**src/rtl/regfile_mp.sv**
```systemverilog
`default_nettype none
// ============================================================================
// regfile_mp : multi-port register file, two write ports with bypass and a
//              per-register pending-write scoreboard.     Rev 1.0
// ============================================================================
module regfile_mp #(
   parameter int DATA_W   = 32,
   parameter int ADDR_W   = 5,
   parameter int NUM_RD   = 2,
   parameter int ZERO_REG = 1
) (
   input  logic                       clk,
   input  logic                       rst,
   input  logic                       we0,
   input  logic [ADDR_W-1:0]          waddr0,
   input  logic [DATA_W-1:0]          wdata0,
   input  logic                       we1,
   input  logic [ADDR_W-1:0]          waddr1,
   input  logic [DATA_W-1:0]          wdata1,
   input  logic                       alloc_en,
   input  logic [ADDR_W-1:0]          alloc_addr,
   input  logic [NUM_RD-1:0]          re,
   input  logic [NUM_RD*ADDR_W-1:0]   raddr,
   output logic [NUM_RD*DATA_W-1:0]   rdata,
   output logic [NUM_RD-1:0]          rbusy,
   output logic [ADDR_W:0]            busy_cnt
);

   localparam int DEPTH = 2**ADDR_W;

   logic [DATA_W-1:0] regs_q [DEPTH];
   logic [DATA_W-1:0] regs_d [DEPTH];
   logic [DEPTH-1:0]  busy_q;
   logic [DEPTH-1:0]  busy_d;
   logic [ADDR_W:0]   busy_cnt_q;
   logic [ADDR_W:0]   busy_cnt_d;

   // Port 1 is applied after port 0 so it wins on an address collision;
   // alloc is applied last so a new producer overrides a retiring one.
   always_comb begin
      regs_d = regs_q;
      busy_d = busy_q;
      if (we0) begin
         regs_d[waddr0] = wdata0;
         busy_d[waddr0] = 1'b0;
      end
      if (we1) begin
         regs_d[waddr1] = wdata1;
         busy_d[waddr1] = 1'b0;
      end
      if (alloc_en) begin
         busy_d[alloc_addr] = 1'b1;
      end
      if (ZERO_REG != 0) begin
         regs_d[0] = '0;
         busy_d[0] = 1'b0;
      end
   end

   always_comb begin
      busy_cnt_d = '0;
      for (int i = 0; i < DEPTH; i++) begin
         busy_cnt_d = busy_cnt_d + {{ADDR_W{1'b0}}, busy_d[i]};
      end
   end

   always_ff @(posedge clk or negedge rst) begin
      if (!rst) begin
         for (int i = 0; i < DEPTH; i++) begin
            regs_q[i] <= '0;
         end
         busy_q     <= '0;
         busy_cnt_q <= '0;
      end else begin
         regs_q     <= regs_d;
         busy_q     <= busy_d;
         busy_cnt_q <= busy_cnt_d;
      end
   end

   assign busy_cnt = busy_cnt_q;

   for (genvar k = 0; k < NUM_RD; k++) begin : g_rd
      logic [ADDR_W-1:0] ra;
      logic [DATA_W-1:0] rd_val;
      logic              rd_busy;
      logic              hit0;
      logic              hit1;

      assign ra = raddr[k*ADDR_W +: ADDR_W];

      // Outputs are forced to zero while in reset, including the bypass path.
      always_comb begin
         hit0    = we0 && (waddr0 == ra);
         hit1    = we1 && (waddr1 == ra);
         rd_val  = '0;
         rd_busy = 1'b0;
         if (rst && re[k] && !((ZERO_REG != 0) && (ra == '0))) begin
            if (hit1) begin
               rd_val = wdata1;
            end else if (hit0) begin
               rd_val = wdata0;
            end else begin
               rd_val = regs_q[ra];
            end
            rd_busy = busy_q[ra] && !hit0 && !hit1;
         end
      end

      assign rdata[k*DATA_W +: DATA_W] = rd_val;
      assign rbusy[k]                  = rd_busy;
   end

endmodule
`default_nettype wire

```
**config.mk**
```make
export PLATFORM = sky130hd
export DESIGN_NAME = regfile_mp
export DESIGN_NICKNAME = d
export VERILOG_FILES = /design/src/rtl/regfile_mp.sv
export SDC_FILE = /design/constraint.sdc
export NUM_CORES = 2
export LEC_CHECK = 0
export ABC_CLOCK_PERIOD_IN_PS = 8740
export CAP_MARGIN = 10
export CORE_MARGIN = 2
export CORE_UTILIZATION = 35
export DETAILED_ROUTE_END_ITERATION = 10
export SETUP_SLACK_MARGIN = 0.1
export SYNTH_ARGS = -nofsm -noshare
export SYNTH_HDL_FRONTEND = slang
export SYNTH_SLANG_ARGS = --single-unit
export TNS_END_PERCENT = 20
```
**constraint.sdc**
```tcl
create_clock -name clk -period 8.74 [get_ports clk]
set_input_delay 2.185 -clock clk [delete_from_list [all_inputs] [get_ports clk]]
set_output_delay 2.185 -clock clk [all_outputs]
set_load 0.01 [all_outputs]
```
=== Word-level counts from Yosys, hierarchy flattened ===
Cells that the tools add are included.

* Flip-flop bits (word level): 1029
* Input port bits: 96
* Word-level logic and storage cells: 150

* Add/sub/neg operators: 30
* Magnitude comparators: 14
* Equal/unequal tests: 4
* Mux-type cells: 35
* Bitwise logic cells: 9
* Reductions and logical operators: 25

{| class="wikitable"
|+ Operator list
! cell !! number
|-
| 1024-bit bitwise mux || 2
|-
| 1024-bit 2-to-1 mux || 1
|-
| 992-bit 2-to-1 mux || 1
|-
| 32-bit 2-to-1 mux || 15
|-
| 32-bit binary-select mux with 5-bit select || 2
|-
| 32-bit demux with 5-bit select || 2
|-
| 6-bit by 1-bit adder with 6-bit output || 25
|-
| 32-bit AND || 2
|-
| 32-bit inverter || 2
|-
| 32-bit bitwise OR || 1
|-
| 5-bit by 6-bit less-than comparator with 1-bit output (second input constant) || 5
|-
| 6-bit >= comparator (second input constant) || 4
|-
| 5-bit inverter with 6-bit output || 4
|-
| 5-bit == test || 4
|-
| 1-bit logical AND || 17
|-
| 1-bit demux with 5-bit select || 3
|-
| 5-bit by 1-bit >= comparator with 1-bit output (second input constant) || 3
|-
| 6-bit by 1-bit less-than comparator with 1-bit output (second input constant) || 2
|-
| 1-bit binary-select mux with 5-bit select || 2
|-
| 5-bit logical NOT || 2
|-
| 1-bit 2-to-1 mux || 7
|-
| 5-bit by 1-bit adder with 6-bit output || 1
|-
| 1-bit logical NOT || 6
|-
| 4-bit by 1-bit adder with 5-bit output || 1
|-
| 3 further kinds || 3
|}

=== Longest topological paths before layout ===
* Word-level depth: 41
* Depth in mapped cells: 24

=== Worst setup path after synthesis ===
OpenSTA, ideal clock, no wires.

* Path type: input -> register
* Start point: input port waddr0[1]
* End point: register busy_cnt_q[4] (netlist: busy_cnt[4])
* Arrival: 7.649 ns
* Required time: 8.660 ns
* Setup slack: 1.011 ns
* Cell stages on the path: 24
* Buffers on the path: 3
* Path through: buf_2 > nand2_1 > or2_2 > clkbuf_1 > nor2_2 > buf_4 > o21ai_0 > fa_1 > inv_1 > fa_1 > fa_1 > inv_1 > fa_1 > inv_1 > fa_1 > fa_1 > inv_1 > fa_1 > inv_1 > fa_1 > inv_1 > a21o_1 > a21oi_1 > xnor2_1

* Elaborated cells on any way between the ends: 42
* Classes of those cells: 30 x add/sub; 2 x order compare; 5 x mux; 4 x bitwise; 1 x reduce/logical

{| class="wikitable"
|+ RTL lines
! item !! RTL line !! source
|-
| start, declared || 15 || <nowiki>input logic [ADDR_W-1:0] waddr0,</nowiki>
|-
| 5-bit by 6-bit less-than comparator with 1-bit output (implied by the code) / 5-bit by 1-bit >= comparator with 1-bit output (equally long branches) || 45 || <nowiki>busy_d[waddr0] = 1'b0;</nowiki>
|-
| 1-bit logical AND (implied by the code) || 45 ||
|-
| 1-bit 2-to-1 mux (implied by the code) || 45 ||
|-
| 1-bit demux with 5-bit select * || 45 ||
|-
| 32-bit inverter (no line) * || - ||
|-
| 32-bit AND (no line) * || - ||
|-
| 32-bit 2-to-1 mux * || 43 || <nowiki>if (we0) begin</nowiki>
|-
| 32-bit AND (no line) || - ||
|-
| 32-bit 2-to-1 mux * || 47 || <nowiki>if (we1) begin</nowiki>
|-
| 32-bit bitwise OR (no line) || - ||
|-
| 32-bit 2-to-1 mux * || 51 || <nowiki>if (alloc_en) begin</nowiki>
|-
| via busy_d[22] || 34 || <nowiki>logic [DEPTH-1:0] busy_d;</nowiki>
|-
| 6-bit by 1-bit adder with 6-bit output * (10 in a row) || 63 || <nowiki>busy_cnt_d = busy_cnt_d + {{ADDR_W{1'b0}}, busy_d[i]};</nowiki>
|-
| via busy_cnt_d[4] || 36 || <nowiki>logic [ADDR_W:0] busy_cnt_d;</nowiki>
|-
| end signal, assigned || 77 || <nowiki>busy_cnt_q <= busy_cnt_d;</nowiki>
|-
| end, declared || 35 || <nowiki>logic [ADDR_W:0] busy_cnt_q;</nowiki>
|}

Mark *: on every way through the listed nets, which the timed path passes. The rest lies on a longest branch.

=== Worst setup path in the final report ===
* Start point: input port raddr[3]
* End point: output port rdata[30]

* Cells in the longest elaborated chain, start to end: 7
* Elaborated cells on any way between the ends: 14
* Classes of those cells: 2 x eq/ne; 6 x mux; 1 x bitwise; 5 x reduce/logical

{| class="wikitable"
|+ Ends and longest elaborated chain
! item !! RTL line !! source
|-
| start, declared || 23 || <nowiki>input logic [NUM_RD*ADDR_W-1:0] raddr,</nowiki>
|-
| 5-bit inverter with 6-bit output (implied by the code) || 104 || <nowiki>rd_val = regs_q[ra];</nowiki>
|-
| 32-bit binary-select mux with 5-bit select || 104 ||
|-
| 32-bit 2-to-1 mux (implied by the code) (2 in a row) || 104 ||
|-
| 32-bit 2-to-1 mux || 101 || <nowiki>end else if (hit0) begin</nowiki>
|-
| 32-bit 2-to-1 mux || 99 || <nowiki>if (hit1) begin</nowiki>
|-
| 32-bit 2-to-1 mux * || 98 || <nowiki>if (rst && re[k] && !((ZERO_REG != 0) && (ra == '0))) begin</nowiki>
|-
| end, declared || 24 || <nowiki>output logic [NUM_RD*DATA_W-1:0] rdata,</nowiki>
|}

Mark *: on every way between the ends. The rest lies on a longest branch, timed or not. The select of a mux whose other input is x is not followed.

==> flow_summary.ini <==
[detailed_routing]
drt-vias-per-instance = 6.35
drt-total-wl_microns = 309000
detail_route.iter0.violations = 8878
dr_total_vias = 62801
dr.pass1.iters = 6
ant_nets = 0
wire_per_inst_microns = 31.3
route.detailed.drc = 0

[power]
pwr-share-comb = 0.309
leakage_uw = 0.0321
p_int_uw = 11500
p_clk_frac = 0.287
pwr-share-seq = 0.404
powerDensity_nw_per_um2 = 234
swShare = 0.346
peakVddDrop_mv = 0.316
p_switching_uw = 6090

[sta]
maxSlewViolCount = 0
rsz0062_at_grt = no
setup_violations = 0
min_period_over_period = 0.947
skew_ps = 11.1
worst_pin_slew_ps = 1380
slew_headroom = 0.0776
clock.fmax_mhz = 121
fin_setup_tns_ps = 0
fin_crit_ps = 8280
hold_viol = 0

[clocking]
clockRootBuffer = clkbuf_16
cts_resized = 0
numCtsBuffers = 112
cts_tree = yes
cts.sinks = 1029
post-cts-setup-buffers = 0
clk_path_buf_depth = 3
path_clk_slew_ps = 60
clk_latency_ps = 770
ctsHoldBuffers = 0
cts_max_level = 3

[die]
design.core.area_sq_um = 190000
rows = 160
die_y_microns = 442
ios = 168
die-area_sq_um = 195000
dieWidth_microns = 442
start_util = 0.353

[worst_setup_path]
r2r_cells = 19
critPathCaptureType = output port
reg2reg_slack_ps = 3410
required_ps = 6560
crit_arrival_ps = 6100
cp-start-kind = primary input
critical_path_class = primary input to output port
cp_max_fo = 13

[yosys]
synth_ff_type = dfrtp_1
netlist_area_sq_um = 67200
syn_area_per_cell_sq_um = 8.90
ys_types = 68
syn-num-nets = 7669
yosysSeqAreaShare = 0.383
ys_warn_count = 0
postSynthCellCount = 7543
synth.ff_latch_count = 1029
postSynth.asyncResetShare = 1.00
synth_edf_count = 0

[outcome]
outcome = completed

[placement]
dp_cells = 9669
dp_hpwl_microns = 182000
io_buffers = 167
gp_congestion = 0.946

[grt]
grtUsageTotal = 0.305
antenna_found_initial = 18
grt_max_degree = 140
grt_pass1_wl_microns = 438000
grt_pass1_vias = 60286
grt_overflow = 0

[cells_and_area]
multiInputGateArea_sq_um = 37900
regArea_sq_um = 25700
final_nets = 7398
layout-area-overhead-vs-synth_pct = 12.2
fillers = 18645
fin_util = 0.396
final_cells = 9883
drive_above_1_share = 0.128

[worst_hold_path]
whs_path_depth = 2
holdCritPathClass = flop to flop

[job]
maxCapViolCount = 0
state kept, by name, indices dropped and copies added (netlist names):
signal    cells
busy_q       31
regs_q      992
busy_cnt      6
power by group through the flow:
stage / clock [uW] / combinational (uW) / sequential, uW
finish: 5060 / 5440 / 7110
CTS: 5070 / 5350 / 7040
floorplan: 0 / 3970 / 6770
global placement: 0 / 5310 / 7050
global route: 5250 / 5960 / 7220
detailed placement: 0 / 5360 / 7110
cells in the mapped netlist, types with 7 or more instances:
library cell	n	area share
a2111oi_0	32	0.0042
a211oi_1	31	0.0035
a21oi_1	1016	0.076
a22oi_1	94	0.011
a32o_1	9	0.0013
a41oi_1	32	0.0042
buf_1	95	0.0053
buf_2	166	0.012
buf_4	52	0.0058
clkbuf_1	552	0.031
clkbuf_2	17	0.0013
clkinv_1	31	0.0017
dfrtp_1	1029	0.38
fa_1	23	0.0069
ha_1	7	0.0013
inv_1	39	0.0022
mux2_2	130	0.022
mux2i_1	1035	0.15
mux4_2	184	0.062
nand2_1	704	0.039
nand2b_1	37	0.0034
nand3_1	69	0.0051
nor2_1	954	0.053
nor2b_1	35	0.0033
nor3_1	190	0.014
nor3b_1	7	0.00078
o211ai_1	31	0.0035
o21ai_0	493	0.037
o221ai_1	63	0.0082
o22a_1	31	0.0040
o22ai_1	158	0.015
o311ai_0	91	0.012
xnor2_1	11	0.0014
xor2_1	12	0.0016
final timing paths:
kind                        startpoint          end
max in group asynchronous          rst  regs_q[531]
min reg2reg                regs_q[902]  regs_q[902]
min in group asynchronous          rst  regs_q[923]
max reg2reg                 busy_q[28]  busy_cnt[4]
max                           raddr[3]    rdata[30]
min                        regs_q[902]  regs_q[902]
through the flow:
stage	setup WS (ps)	total power, uW	hold slack (ps)	area (sq um)
global route	503	18400	613	75400
finish	459	17600	579	75400
detailed placement	296	12500	570	71600
CTS	730	17500	587	75400
floorplan	1010	10700	529	67200
global placement	246	12400	556	71600
metal layers:
metal	GRT usage	up-vias	part of all wire
met4	0.239	16	0.089
met2	0.455	4422	0.43
met1	0.377	30611	0.37
li1	-	26502	-
met3	0.0742	1250	0.11
met5	0	-	0.00034
cells in the final DEF (no fill, tap or decap), types with 9 or more instances in the layout:
master | Yosys | routed
clkdlybuf4s50_1 | 0 | 158
buf_4 | 52 | 314
mux2_2 | 130 | 130
buf_12 | 0 | 25
clkinv_1 | 31 | 31
a2111oi_0 | 32 | 32
a22oi_1 | 94 | 94
diode_2 | 0 | 9
mux4_2 | 184 | 184
inv_1 | 39 | 38
o22ai_1 | 158 | 158
clkbuf_16 | 0 | 114
nor2_1 | 954 | 935
xnor2_1 | 11 | 11
nand2_2 | 0 | 12
nand2_4 | 0 | 33
nand2b_1 | 37 | 31
mux2i_1 | 1035 | 1035
nor2_4 | 1 | 25
clkbuf_8 | 0 | 25
a21oi_1 | 1016 | 1015
o311ai_0 | 91 | 91
a41oi_1 | 32 | 32
fa_1 | 23 | 23
nor2b_1 | 35 | 32
o211ai_1 | 31 | 31
a32o_1 | 9 | 9
o221ai_1 | 63 | 63
bufinv_16 | 0 | 9
nand3_1 | 69 | 65
nand2_1 | 704 | 659
clkbuf_1 | 552 | 29
dfrtp_1 | 1029 | 1029
a211oi_1 | 31 | 31
xor2_1 | 12 | 12
o21ai_0 | 493 | 493
o22a_1 | 31 | 31
nor3_1 | 190 | 190
clkinv_2 | 0 | 22
layout make-up:
| type | instances | area share |
|---|---|---|
| Clock buffer | 168 | 0.0439 |
| Clock inverter | 37 | 0.00621 |
| Sequential cell | 1029 | 0.342 |
| Multi-Input combinational cell | 5555 | 0.503 |
| Tap cell | 2511 | 0.0417 |
| Timing Repair Buffer | 503 | 0.0600 |
| Inverter | 71 | 0.00354 |
| Antenna cell | 9 | 0.000299 |
worst max-delay path, stage by stage:
cell             delay [ps]
clkdlybuf4s50_1         810
xor2_1                  320
nor4_1                  300
buf_4                   190
and4b_2                 770
buf_4                   350
nand2_1                  80
o211ai_1                390
clkdlybuf4s50_1         680
cell families after synthesis:
logic type      count (synthesis)  share of synthesized area
mux                          1349                      0.238
buf+inv                       959                     0.0605
xor+xnor                       23                    0.00300
simple gates                 2045                      0.125
compound gates               2108                      0.182
fa+ha+maj                      30                    0.00816
flops                        1029                      0.383
Power figures use the tool's default switching activity.
